===== src/rtl/mod12_run_scheduler_pkg.sv =====
// Shared constants, state encoding and payload types for the mod-12 run scheduler.
package mod12_run_scheduler_pkg;

    localparam int unsigned RUN_W = 8;
    localparam int unsigned MOD   = 12;
    localparam int unsigned DW    = 4;

    typedef enum logic [1:0] {
        ST_IDLE,
        ST_LOAD,
        ST_RUN,
        ST_DONE
    } state_e;

    typedef struct packed {
        logic [DW-1:0]    start;
        logic [RUN_W-1:0] len;
    } run_req_t;

    // Modulo-MOD increment with explicit wrap, mirrors a correct counter
    function automatic logic [DW-1:0] mod_inc(input logic [DW-1:0] v);
        return (v == DW'(MOD - 1)) ? '0 : v + DW'(1);
    endfunction

endpackage


===== src/rtl/mod12_run_scheduler_if.sv =====
// Requester and counter-side signals of the run scheduler.
interface mod12_run_scheduler_if;
    import mod12_run_scheduler_pkg::*;

    logic [1:0]       req;
    logic [DW-1:0]    start0;
    logic [DW-1:0]    start1;
    logic [RUN_W-1:0] len0;
    logic [RUN_W-1:0] len1;
    logic [1:0]       ack;
    logic             done;
    logic [DW-1:0]    result;
    logic             mismatch;
    logic             range_err;
    logic             busy;
    logic             cnt_load;
    logic [DW-1:0]    cnt_din;
    logic [DW-1:0]    cnt_dout;

    modport slave (
        input  req, start0, start1, len0, len1, cnt_dout,
        output ack, done, result, mismatch, range_err, busy, cnt_load, cnt_din
    );

    modport master (
        output req, start0, start1, len0, len1, cnt_dout,
        input  ack, done, result, mismatch, range_err, busy, cnt_load, cnt_din
    );

endinterface


===== src/rtl/mod12_run_scheduler_rr_arbiter2.sv =====
// Two-way round-robin arbiter; pointer names the requester favoured on a tie.
module mod12_run_scheduler_rr_arbiter2 (
    input  logic       clock,
    input  logic       reset,
    input  logic [1:0] req,
    input  logic [1:0] mask,
    input  logic       advance,
    output logic       grant_c,
    output logic       valid_c
);

    logic       ptr;
    logic [1:0] eligible;

    assign eligible = req & ~mask;

    always_comb begin
        valid_c = |eligible;
        grant_c = 1'b0;
        if (eligible == 2'b11) begin
            grant_c = ptr;
        end else begin
            grant_c = eligible[1];
        end
    end

    always_ff @(posedge clock or negedge reset) begin
        if (!reset) begin
            ptr <= 1'b0;
        end else if (advance && valid_c) begin
            ptr <= ~grant_c;
        end
    end

endmodule


===== src/rtl/mod12_run_scheduler.sv =====
// Shares one loadable mod-12 counter between two requesters: preload, run N cycles,
// sample and compare against a shadow count.
module mod12_run_scheduler
    import mod12_run_scheduler_pkg::*;
(
    input  logic clock,
    input  logic reset,
    mod12_run_scheduler_if.slave bus
);

    state_e           state, state_nxt;
    logic             grant_c, valid_c;
    run_req_t         sel_c;
    logic             range_ok_c;

    logic             g, g_nxt;
    run_req_t         cap, cap_nxt;
    logic [DW-1:0]    shadow, shadow_nxt;
    logic [RUN_W-1:0] remaining, remaining_nxt;

    logic [1:0]       ack_nxt;
    logic             done_nxt, mismatch_nxt, range_err_nxt, busy_nxt, cnt_load_nxt;
    logic [DW-1:0]    result_nxt, cnt_din_nxt;

    // A requester whose ack is showing this cycle is masked from arbitration
    mod12_run_scheduler_rr_arbiter2 u_arb (
        .clock   (clock),
        .reset   (reset),
        .req     (bus.req),
        .mask    (bus.ack),
        .advance (state == ST_IDLE),
        .grant_c (grant_c),
        .valid_c (valid_c)
    );

    always_comb begin
        sel_c = grant_c ? run_req_t'{start: bus.start1, len: bus.len1}
                        : run_req_t'{start: bus.start0, len: bus.len0};
        range_ok_c = (sel_c.start < DW'(MOD));
    end

    always_comb begin
        state_nxt     = state;
        g_nxt         = g;
        cap_nxt       = cap;
        shadow_nxt    = shadow;
        remaining_nxt = remaining;
        ack_nxt       = 2'b00;
        done_nxt      = 1'b0;
        mismatch_nxt  = 1'b0;
        range_err_nxt = 1'b0;
        result_nxt    = bus.result;
        cnt_din_nxt   = bus.cnt_din;

        case (state)
            ST_IDLE: begin
                if (valid_c) begin
                    g_nxt   = grant_c;
                    cap_nxt = sel_c;
                    if (range_ok_c) begin
                        state_nxt   = ST_LOAD;
                        cnt_din_nxt = sel_c.start;
                    end else begin
                        ack_nxt       = grant_c ? 2'b10 : 2'b01;
                        range_err_nxt = 1'b1;
                    end
                end
            end
            ST_LOAD: begin
                shadow_nxt    = cap.start;
                remaining_nxt = cap.len;
                state_nxt     = (cap.len != '0) ? ST_RUN : ST_DONE;
            end
            ST_RUN: begin
                shadow_nxt    = mod_inc(shadow);
                remaining_nxt = remaining - RUN_W'(1);
                if (remaining == RUN_W'(1)) begin
                    state_nxt = ST_DONE;
                end
            end
            ST_DONE: begin
                result_nxt   = bus.cnt_dout;
                mismatch_nxt = (bus.cnt_dout != shadow);
                done_nxt     = 1'b1;
                ack_nxt      = g ? 2'b10 : 2'b01;
                state_nxt    = ST_IDLE;
            end
            default: state_nxt = ST_IDLE;
        endcase

        busy_nxt     = (state_nxt != ST_IDLE);
        cnt_load_nxt = (state_nxt == ST_LOAD);
    end

    always_ff @(posedge clock or negedge reset) begin
        if (!reset) begin
            state         <= ST_IDLE;
            g             <= 1'b0;
            cap           <= '0;
            shadow        <= '0;
            remaining     <= '0;
            bus.ack       <= 2'b00;
            bus.done      <= 1'b0;
            bus.result    <= '0;
            bus.mismatch  <= 1'b0;
            bus.range_err <= 1'b0;
            bus.busy      <= 1'b0;
            bus.cnt_load  <= 1'b0;
            bus.cnt_din   <= '0;
        end else begin
            state         <= state_nxt;
            g             <= g_nxt;
            cap           <= cap_nxt;
            shadow        <= shadow_nxt;
            remaining     <= remaining_nxt;
            bus.ack       <= ack_nxt;
            bus.done      <= done_nxt;
            bus.result    <= result_nxt;
            bus.mismatch  <= mismatch_nxt;
            bus.range_err <= range_err_nxt;
            bus.busy      <= busy_nxt;
            bus.cnt_load  <= cnt_load_nxt;
            bus.cnt_din   <= cnt_din_nxt;
        end
    end

endmodule


===== src/flat_wrapper.sv =====
// flat-port wrapper written by rule: the top's interface ports become plain ports
module mod12_run_scheduler_flat import mod12_run_scheduler_pkg::*;
  (clock, reset, bus_req, bus_start0, bus_start1, bus_len0, bus_len1, bus_cnt_dout, bus_ack, bus_done, bus_result, bus_mismatch, bus_range_err, bus_busy, bus_cnt_load, bus_cnt_din);
  mod12_run_scheduler_if bus_i ();
  input  logic clock;
  input  logic reset;
  input wire logic [$bits(bus_i.req)-1:0] bus_req;
  input wire logic [$bits(bus_i.start0)-1:0] bus_start0;
  input wire logic [$bits(bus_i.start1)-1:0] bus_start1;
  input wire logic [$bits(bus_i.len0)-1:0] bus_len0;
  input wire logic [$bits(bus_i.len1)-1:0] bus_len1;
  input wire logic [$bits(bus_i.cnt_dout)-1:0] bus_cnt_dout;
  output wire logic [$bits(bus_i.ack)-1:0] bus_ack;
  output wire logic [$bits(bus_i.done)-1:0] bus_done;
  output wire logic [$bits(bus_i.result)-1:0] bus_result;
  output wire logic [$bits(bus_i.mismatch)-1:0] bus_mismatch;
  output wire logic [$bits(bus_i.range_err)-1:0] bus_range_err;
  output wire logic [$bits(bus_i.busy)-1:0] bus_busy;
  output wire logic [$bits(bus_i.cnt_load)-1:0] bus_cnt_load;
  output wire logic [$bits(bus_i.cnt_din)-1:0] bus_cnt_din;
  assign bus_i.req = bus_req;
  assign bus_i.start0 = bus_start0;
  assign bus_i.start1 = bus_start1;
  assign bus_i.len0 = bus_len0;
  assign bus_i.len1 = bus_len1;
  assign bus_i.cnt_dout = bus_cnt_dout;
  assign bus_ack = bus_i.ack;
  assign bus_done = bus_i.done;
  assign bus_result = bus_i.result;
  assign bus_mismatch = bus_i.mismatch;
  assign bus_range_err = bus_i.range_err;
  assign bus_busy = bus_i.busy;
  assign bus_cnt_load = bus_i.cnt_load;
  assign bus_cnt_din = bus_i.cnt_din;
  mod12_run_scheduler u_core (.clock(clock), .reset(reset), .bus(bus_i));
endmodule

===== config.mk =====
export PLATFORM = sky130hd
export DESIGN_NAME = mod12_run_scheduler_flat
export DESIGN_NICKNAME = d
export VERILOG_FILES = /design/src/rtl/mod12_run_scheduler_pkg.sv /design/src/rtl/mod12_run_scheduler_if.sv /design/src/rtl/mod12_run_scheduler_rr_arbiter2.sv /design/src/rtl/mod12_run_scheduler.sv /design/src/flat_wrapper.sv
export SDC_FILE = /design/constraint.sdc
export NUM_CORES = 1
export LEC_CHECK = 0
export BUFFER_PORTS_ARGS = -buffer_cell sky130_fd_sc_hd__buf_2
export CORE_MARGIN = 2
export CORE_UTILIZATION = 59
export CTS_BUF_LIST = sky130_fd_sc_hd__clkbuf_2 sky130_fd_sc_hd__clkbuf_4 sky130_fd_sc_hd__clkbuf_8
export CTS_CLUSTER_SIZE = 16
export DETAILED_ROUTE_END_ITERATION = 7
export GPL_ROUTABILITY_DRIVEN = 0
export GPL_TIMING_DRIVEN = 0
export PLACE_DENSITY = 0.85
export SETUP_SLACK_MARGIN = 0.02
export SLEW_MARGIN = 20
export SYNTH_ARGS = -nofsm -noshare
export SYNTH_HDL_FRONTEND = slang
export SYNTH_SLANG_ARGS = --single-unit

===== constraint.sdc =====
create_clock -name clock -period 4.8 [get_ports clock]
set_input_delay 0.24 -clock clock [delete_from_list [all_inputs] [get_ports clock]]
set_output_delay 0.24 -clock clock [all_outputs]
set_load 0.005 [all_outputs]

======== Word level (Yosys, flattened, before mapping) ========
Index checks and enable logic that the tools add are counted.
cells by class
  bitwise operators ....................... 3
  eq/ne operators ......................... 8
  magnitude comparators ................... 1
  reduce and logical (&&, ||, !) cells .... 8
  muxes and demuxes ....................... 20
  add/subtract/negate cells ............... 2
operators by type and width
  operator                                                             count
  8-bit one-hot mux with 2 select lines                                1
  2-bit 2-to-1 mux                                                     7
  12-bit 2-to-1 mux                                                    1
  8-bit by 1-bit == test with 1-bit output (second input constant)     1
  2-bit one-hot mux with 4 select lines                                1
  4-bit one-hot mux with 2 select lines                                1
  8-bit nonzero test                                                   1
  8-bit by 1-bit subtractor with 8-bit output (second input constant)  1
  1-bit 2-to-1 mux                                                     7
  2-bit == test (second input constant)                                3
  4-bit by 1-bit adder with 4-bit output (second input constant)       1
  2-bit by 1-bit == test with 1-bit output (second input constant)     2
  4-bit == test (second input constant)                                1
  4-bit less-than comparator (second input constant)                   1
  4-bit 2-to-1 mux                                                     1
  4-bit inequality test                                                1
  2-bit one-hot mux with 2 select lines                                1
  2-bit nonzero test                                                   2
  3-bit AND reduction                                                  1
  2-bit AND                                                            1
  2-bit zero test                                                      1
  2-bit NOT                                                            1
  2-bit AND reduction                                                  1
  2-bit OR reduction                                                   1
  2 further kinds                                                      2
word-level totals
  logic and storage cells ................. 57
  register bits ........................... 43

======== Depth between registers and ports, before layout ========
  depth after elaboration ................. 10
  depth in mapped cells ................... 7
  gate-level depth less buffers ........... 6

======== Modules after synthesis ========
A second synthesis with hierarchy kept.
unflattened totals
  cells, all modules ...................... 207
  area, all modules ....................... 2160.8 um^2
modules (own cells, without submodules)
  module                           times used  cells an instance  area each (um^2)
  mod12_run_scheduler              1           198                2088.3
  mod12_run_scheduler_rr_arbiter2  1           9                  72.6

======== Least setup slack after synthesis ========
No wires, ideal clock.
  kind .................................... register to register
  from .................................... register u_core.bus.ack[0]
  to ...................................... register u_core.bus.cnt_din[0]
  setup slack ............................. 3.095 ns
  data required time ...................... 4.672 ns
  stages on the path, launching flop included .. 5
  buffers on the path ..................... 0
  period minus slack after synthesis ...... 1.705 ns
  arrival time ............................ 1.578 ns
  setup time .............................. 0.128 ns
  path through ............................ dfrtp_1 or3b_4 nand2_2 mux2_2 mux2_1
between the ends
  word-level cells in the longest chain between the ends .. 7
ends and longest elaborated chain
  what                           RTL line                               RTL
  start: declaration             mod12_run_scheduler_if.sv:22           output ack, done, result, mismatch, range_err, busy, cnt_load, cnt_din
  start signal: assignment       mod12_run_scheduler.sv:116             bus.ack <= ack_nxt;
  2-bit NOT (*)                  mod12_run_scheduler_rr_arbiter2.sv:15  assign eligible = req & ~mask;
  2-bit AND (*)                  mod12_run_scheduler_rr_arbiter2.sv:15
  2-bit == test                  mod12_run_scheduler_rr_arbiter2.sv:20  if (eligible == 2'b11) begin
  1-bit 2-to-1 mux               mod12_run_scheduler_rr_arbiter2.sv:20
  12-bit 2-to-1 mux              mod12_run_scheduler.sv:37              sel_c = grant_c ? run_req_t'{start: bus.start1, len: bus.len1}
  4-bit less-than comparator     mod12_run_scheduler.sv:39              range_ok_c = (sel_c.start < DW'(MOD));
  3-bit AND reduction (no line)  -
  end signal: assignment         mod12_run_scheduler.sv:123             bus.cnt_din <= cnt_din_nxt;
  end: declaration               mod12_run_scheduler_if.sv:22
Every way passes the cells marked *; elsewhere a longest branch is shown, timed or not.
A chain may end at the register's enable or synchronous reset.

======== Worst setup path after layout ========
  from .................................... register u_core.state[0]
  to ...................................... register u_core.shadow[3]
between the ends
  word-level cells in the longest chain between the ends .. 2
ends and longest elaborated chain
  what                                                                                RTL line                    RTL
  start: declaration                                                                  mod12_run_scheduler.sv:11   state_e state, state_nxt;
  start signal: assignment                                                            mod12_run_scheduler.sv:111  state <= state_nxt;
  2-bit == test / 2-bit by 1-bit == test with 1-bit output (equally long branches)    mod12_run_scheduler.sv:55   case (state)
  4-bit one-hot mux with 2 select lines / 2-bit nonzero test (equally long branches)  -
  end signal: assignment                                                              mod12_run_scheduler.sv:114  shadow <= shadow_nxt;
  end: declaration                                                                    mod12_run_scheduler.sv:18   logic [DW-1:0] shadow, shadow_nxt;
Several ways; a longest one is shown, not always the timed one.

==> impl_metrics.tcl <==
set metrics [dict create \
    outcome "completed" \
    drv_cap 0 \
    core_area_sq_mm 0.00366 \
    syn-instance-count 223 \
    r2r-start "u_core.state[0]" \
    die_w_um 65.6 \
    cellPowerDensity_mw_per_mm2 693 \
    grt-ovfl-total 0 \
    cts.sinks 43 \
    cts_setup_buffers 0 \
    wirelength_mm 4.89 \
    nNetsFinal 316 \
    ys_seq_elements 43 \
    async_flop_share_pct 100 \
    area_growth_pct 16.9 \
    r2r-end "u_core.shadow[3]" \
    crit_path_start "u_core.state[0]" \
    synth_area_leader_cell "dfrtp_1" \
    clk_latency_ns 0.30 \
    stdcell_count 325 \
    peakVddDrop_mv 0.356 \
    grt_max_degree 44 \
    die_area_sq_mm 0.00430 \
    syn-mean-instance-area_sq_um 10.0 \
    port-buffer-count 46 \
    reg2reg_depth 6 \
    dp_hpwl_mm 3.61 \
    drcViolationCount 0 \
    cts.clk_slew.worst_paths_ns 0.08 \
    yosys.area.top_type_share_pct 48.1 \
    start_util_pct 61.1 \
    worst-setup-path-type "register to register" \
    start_kind "register" \
    rsz0062_at_grt "false" \
    r2r_slack_ns 2.74 \
    utilization_pct 71.5 \
    crit_path_end_kind "register" \
    cp_data_required_time_ns 5.03 \
    final_layout_size_suffix_gt1_share_pct 27.4 \
    synth.area.top_cells "dfrtp_1 (48%), mux2_2 (4.5%), nand2_1 (4.5%)" \
    tns_ns 0 \
    cts_tree "yes" \
    min_period_ns 2.06 \
    holdCritPathClass "primary input to asynchronous set/reset pin" \
    fill_cells 271 \
    io_pins 47 \
    grt_pass1_vias 1721 \
    crit_end "u_core.shadow[3]" \
    fmax_ghz 0.486 \
    power_leakage_nw 1.20 \
    power_mw 1.81 \
    synth_edf_count 0 \
    dr.first_iter.drc_count 133 \
    root_buffer "clkbuf_8" \
    wl_per_cell_um 15.1 \
    netlist-cell-type-count 52 \
    netlist_area_sq_mm 0.00224 \
    cts_max_level 2 \
    first_pass_iters 5 \
    grt_antenna_before_repair 0 \
    slew_violations 0 \
    place_ws_ns 2.77 \
    syn-num-nets 263 \
    antenna_cells 0 \
    relSlewSlack_pct 39.0 \
    yosys_warnings 0 \
    ant_nets 0 \
    hold_viol_final 0 \
    rows 22 \
    synth_ff_type "dfrtp_1" \
    hold_buffers 0 \
    dr_total_vias 1864 \
    cts_buffers 5 \
    ys_seq_area_share_pct 48.1 \
    fin_worst_skew_ns 0.00752 \
    clockBufferDepth 2 \
    crit_fanout 10 \
    grt_pass1_wl_mm 7.92 \
    grt_usage_pct 24.7 \
    arrival_ns 2.28 \
    dp_cells 317 \
    tightestPinTransition_ns 0.915 \
    fin_crit_sh_pct 42.9 \
    finalSetupViolations 0 \
    cts_resized 0 \
    post_drt_via_cell_ratio 5.74 \
    layout_setup_ws_ns 2.74 \
    die_height_um 65.6 \
]
==> routing by layer <==
layer  track usage [%]  up-vias  wire length [um]
met3              5.99        6               301
met1              33.0      888              2120
li1                  -      901                 -
met2              39.0       69              2400
met4              9.90        0                63
met5                 0        -                 0
==> worst min-delay path by stage <==
stage          start                   end  slack, ns  cells after the start
2_1_floorplan  reset     u_core.bus.ack[0]      -0.06                      0
3_3_place_gp   reset         u_core.cap[5]       0.43                      1
3_5_place_dp   reset         u_core.cap[5]       0.43                      1
4_1_cts        reset  u_core.bus.result[1]       0.11                      1
5_1_grt        reset         u_core.cap[5]       0.15                      1
6_report       reset         u_core.cap[5]       0.07                      1
==> kinds of logic after synthesis <==
kind of cell    after synthesis  synth area share [%]
compound gates               58                  17.7
xor+xnor                      5                  1.96
fa+ha+maj                     8                  4.47
buf+inv                      19                  3.52
flops                        43                  48.1
mux                          13                  6.43
simple gates                 77                  17.9
==> synth_stat cells, types with 2 or more instances <==
cell / number
dfrtp_1: 43
nand2_1: 27
a21oi_1: 13
nand3_1: 12
nor2_1: 12
o21ai_0: 10
mux2_2: 9
ha_1: 8
inv_1: 8
o211ai_1: 8
clkbuf_1: 5
a21boi_0: 4
o22ai_1: 4
xor2_1: 4
a2bb2oi_1: 3
buf_2: 3
nand2b_1: 3
nor3_1: 3
o21a_1: 3
buf_1: 2
mux2_1: 2
mux2i_1: 2
nand4b_1: 2
nor3_2: 2
nor4_1: 2
o221ai_1: 2
o31ai_1: 2
==> critical path, cell delays in order, from the launching register on <==
cell and delay (ns):
dfrtp_1 0.42, inv_1 0.12, ha_1 0.32, clkbuf_1 0.36
clkbuf_1 0.44, o21ai_0 0.19, o22ai_1 0.14
==> cell type report <==
cell class,instances,area [sq um],area share [%]
Buffer,11,48.8,1.86
Clock buffer,7,83.8,3.20
Clock inverter,1,5.00,0.191
Inverter,8,30.0,1.15
Multi-Input combinational cell,161,1080,41.4
Sequential cell,43,1080,41.1
Tap cell,48,60.1,2.29
Timing Repair Buffer,46,230,8.80
==> layout by cell type, fill, tap and decap left out, types with 3 or more instances in the layout <==
cell | netlist | layout
buf_2 | 3 | 49
dfrtp_1 | 43 | 43
nand2_1 | 27 | 27
a21oi_1 | 13 | 13
nor2_1 | 12 | 12
nand3_1 | 12 | 12
o21ai_0 | 10 | 10
mux2_2 | 9 | 9
inv_1 | 8 | 8
o211ai_1 | 8 | 8
ha_1 | 8 | 8
clkbuf_1 | 5 | 5
clkbuf_8 | 0 | 5
xor2_1 | 4 | 4
a21boi_0 | 4 | 4
o22ai_1 | 4 | 4
nor3_1 | 3 | 3
nand2b_1 | 3 | 3
o21a_1 | 3 | 3
a2bb2oi_1 | 3 | 3
==> through the flow <==
| stage | cell area (sq um) | hold slack [ns] |
|---|---|---|
| after global placement | 2530 | 0.435 |
| after detailed placement | 2530 | 0.432 |
| after CTS | 2620 | 0.105 |
| final | 2620 | 0.0698 |
| after global routing | 2620 | 0.146 |
| after floorplan | 2240 | -0.0556 |
==> flip-flops by register name, indices dropped and copies added, names as in the netlist, 2 cells and up <==
register            count
u_core.bus.result       4
u_core.shadow           4
u_core.bus.ack          2
u_core.remaining        8
u_core.state            2
u_core.bus.cnt_din      4
u_core.cap             12
==> power by group <==
group          total [mW]  internal (mW)  switching (mW)
combinational       0.888          0.389           0.499
sequential          0.691          0.546           0.145
clock               0.236          0.113           0.122
total                1.81           1.05           0.766
(Power assumes the default switching activity.)
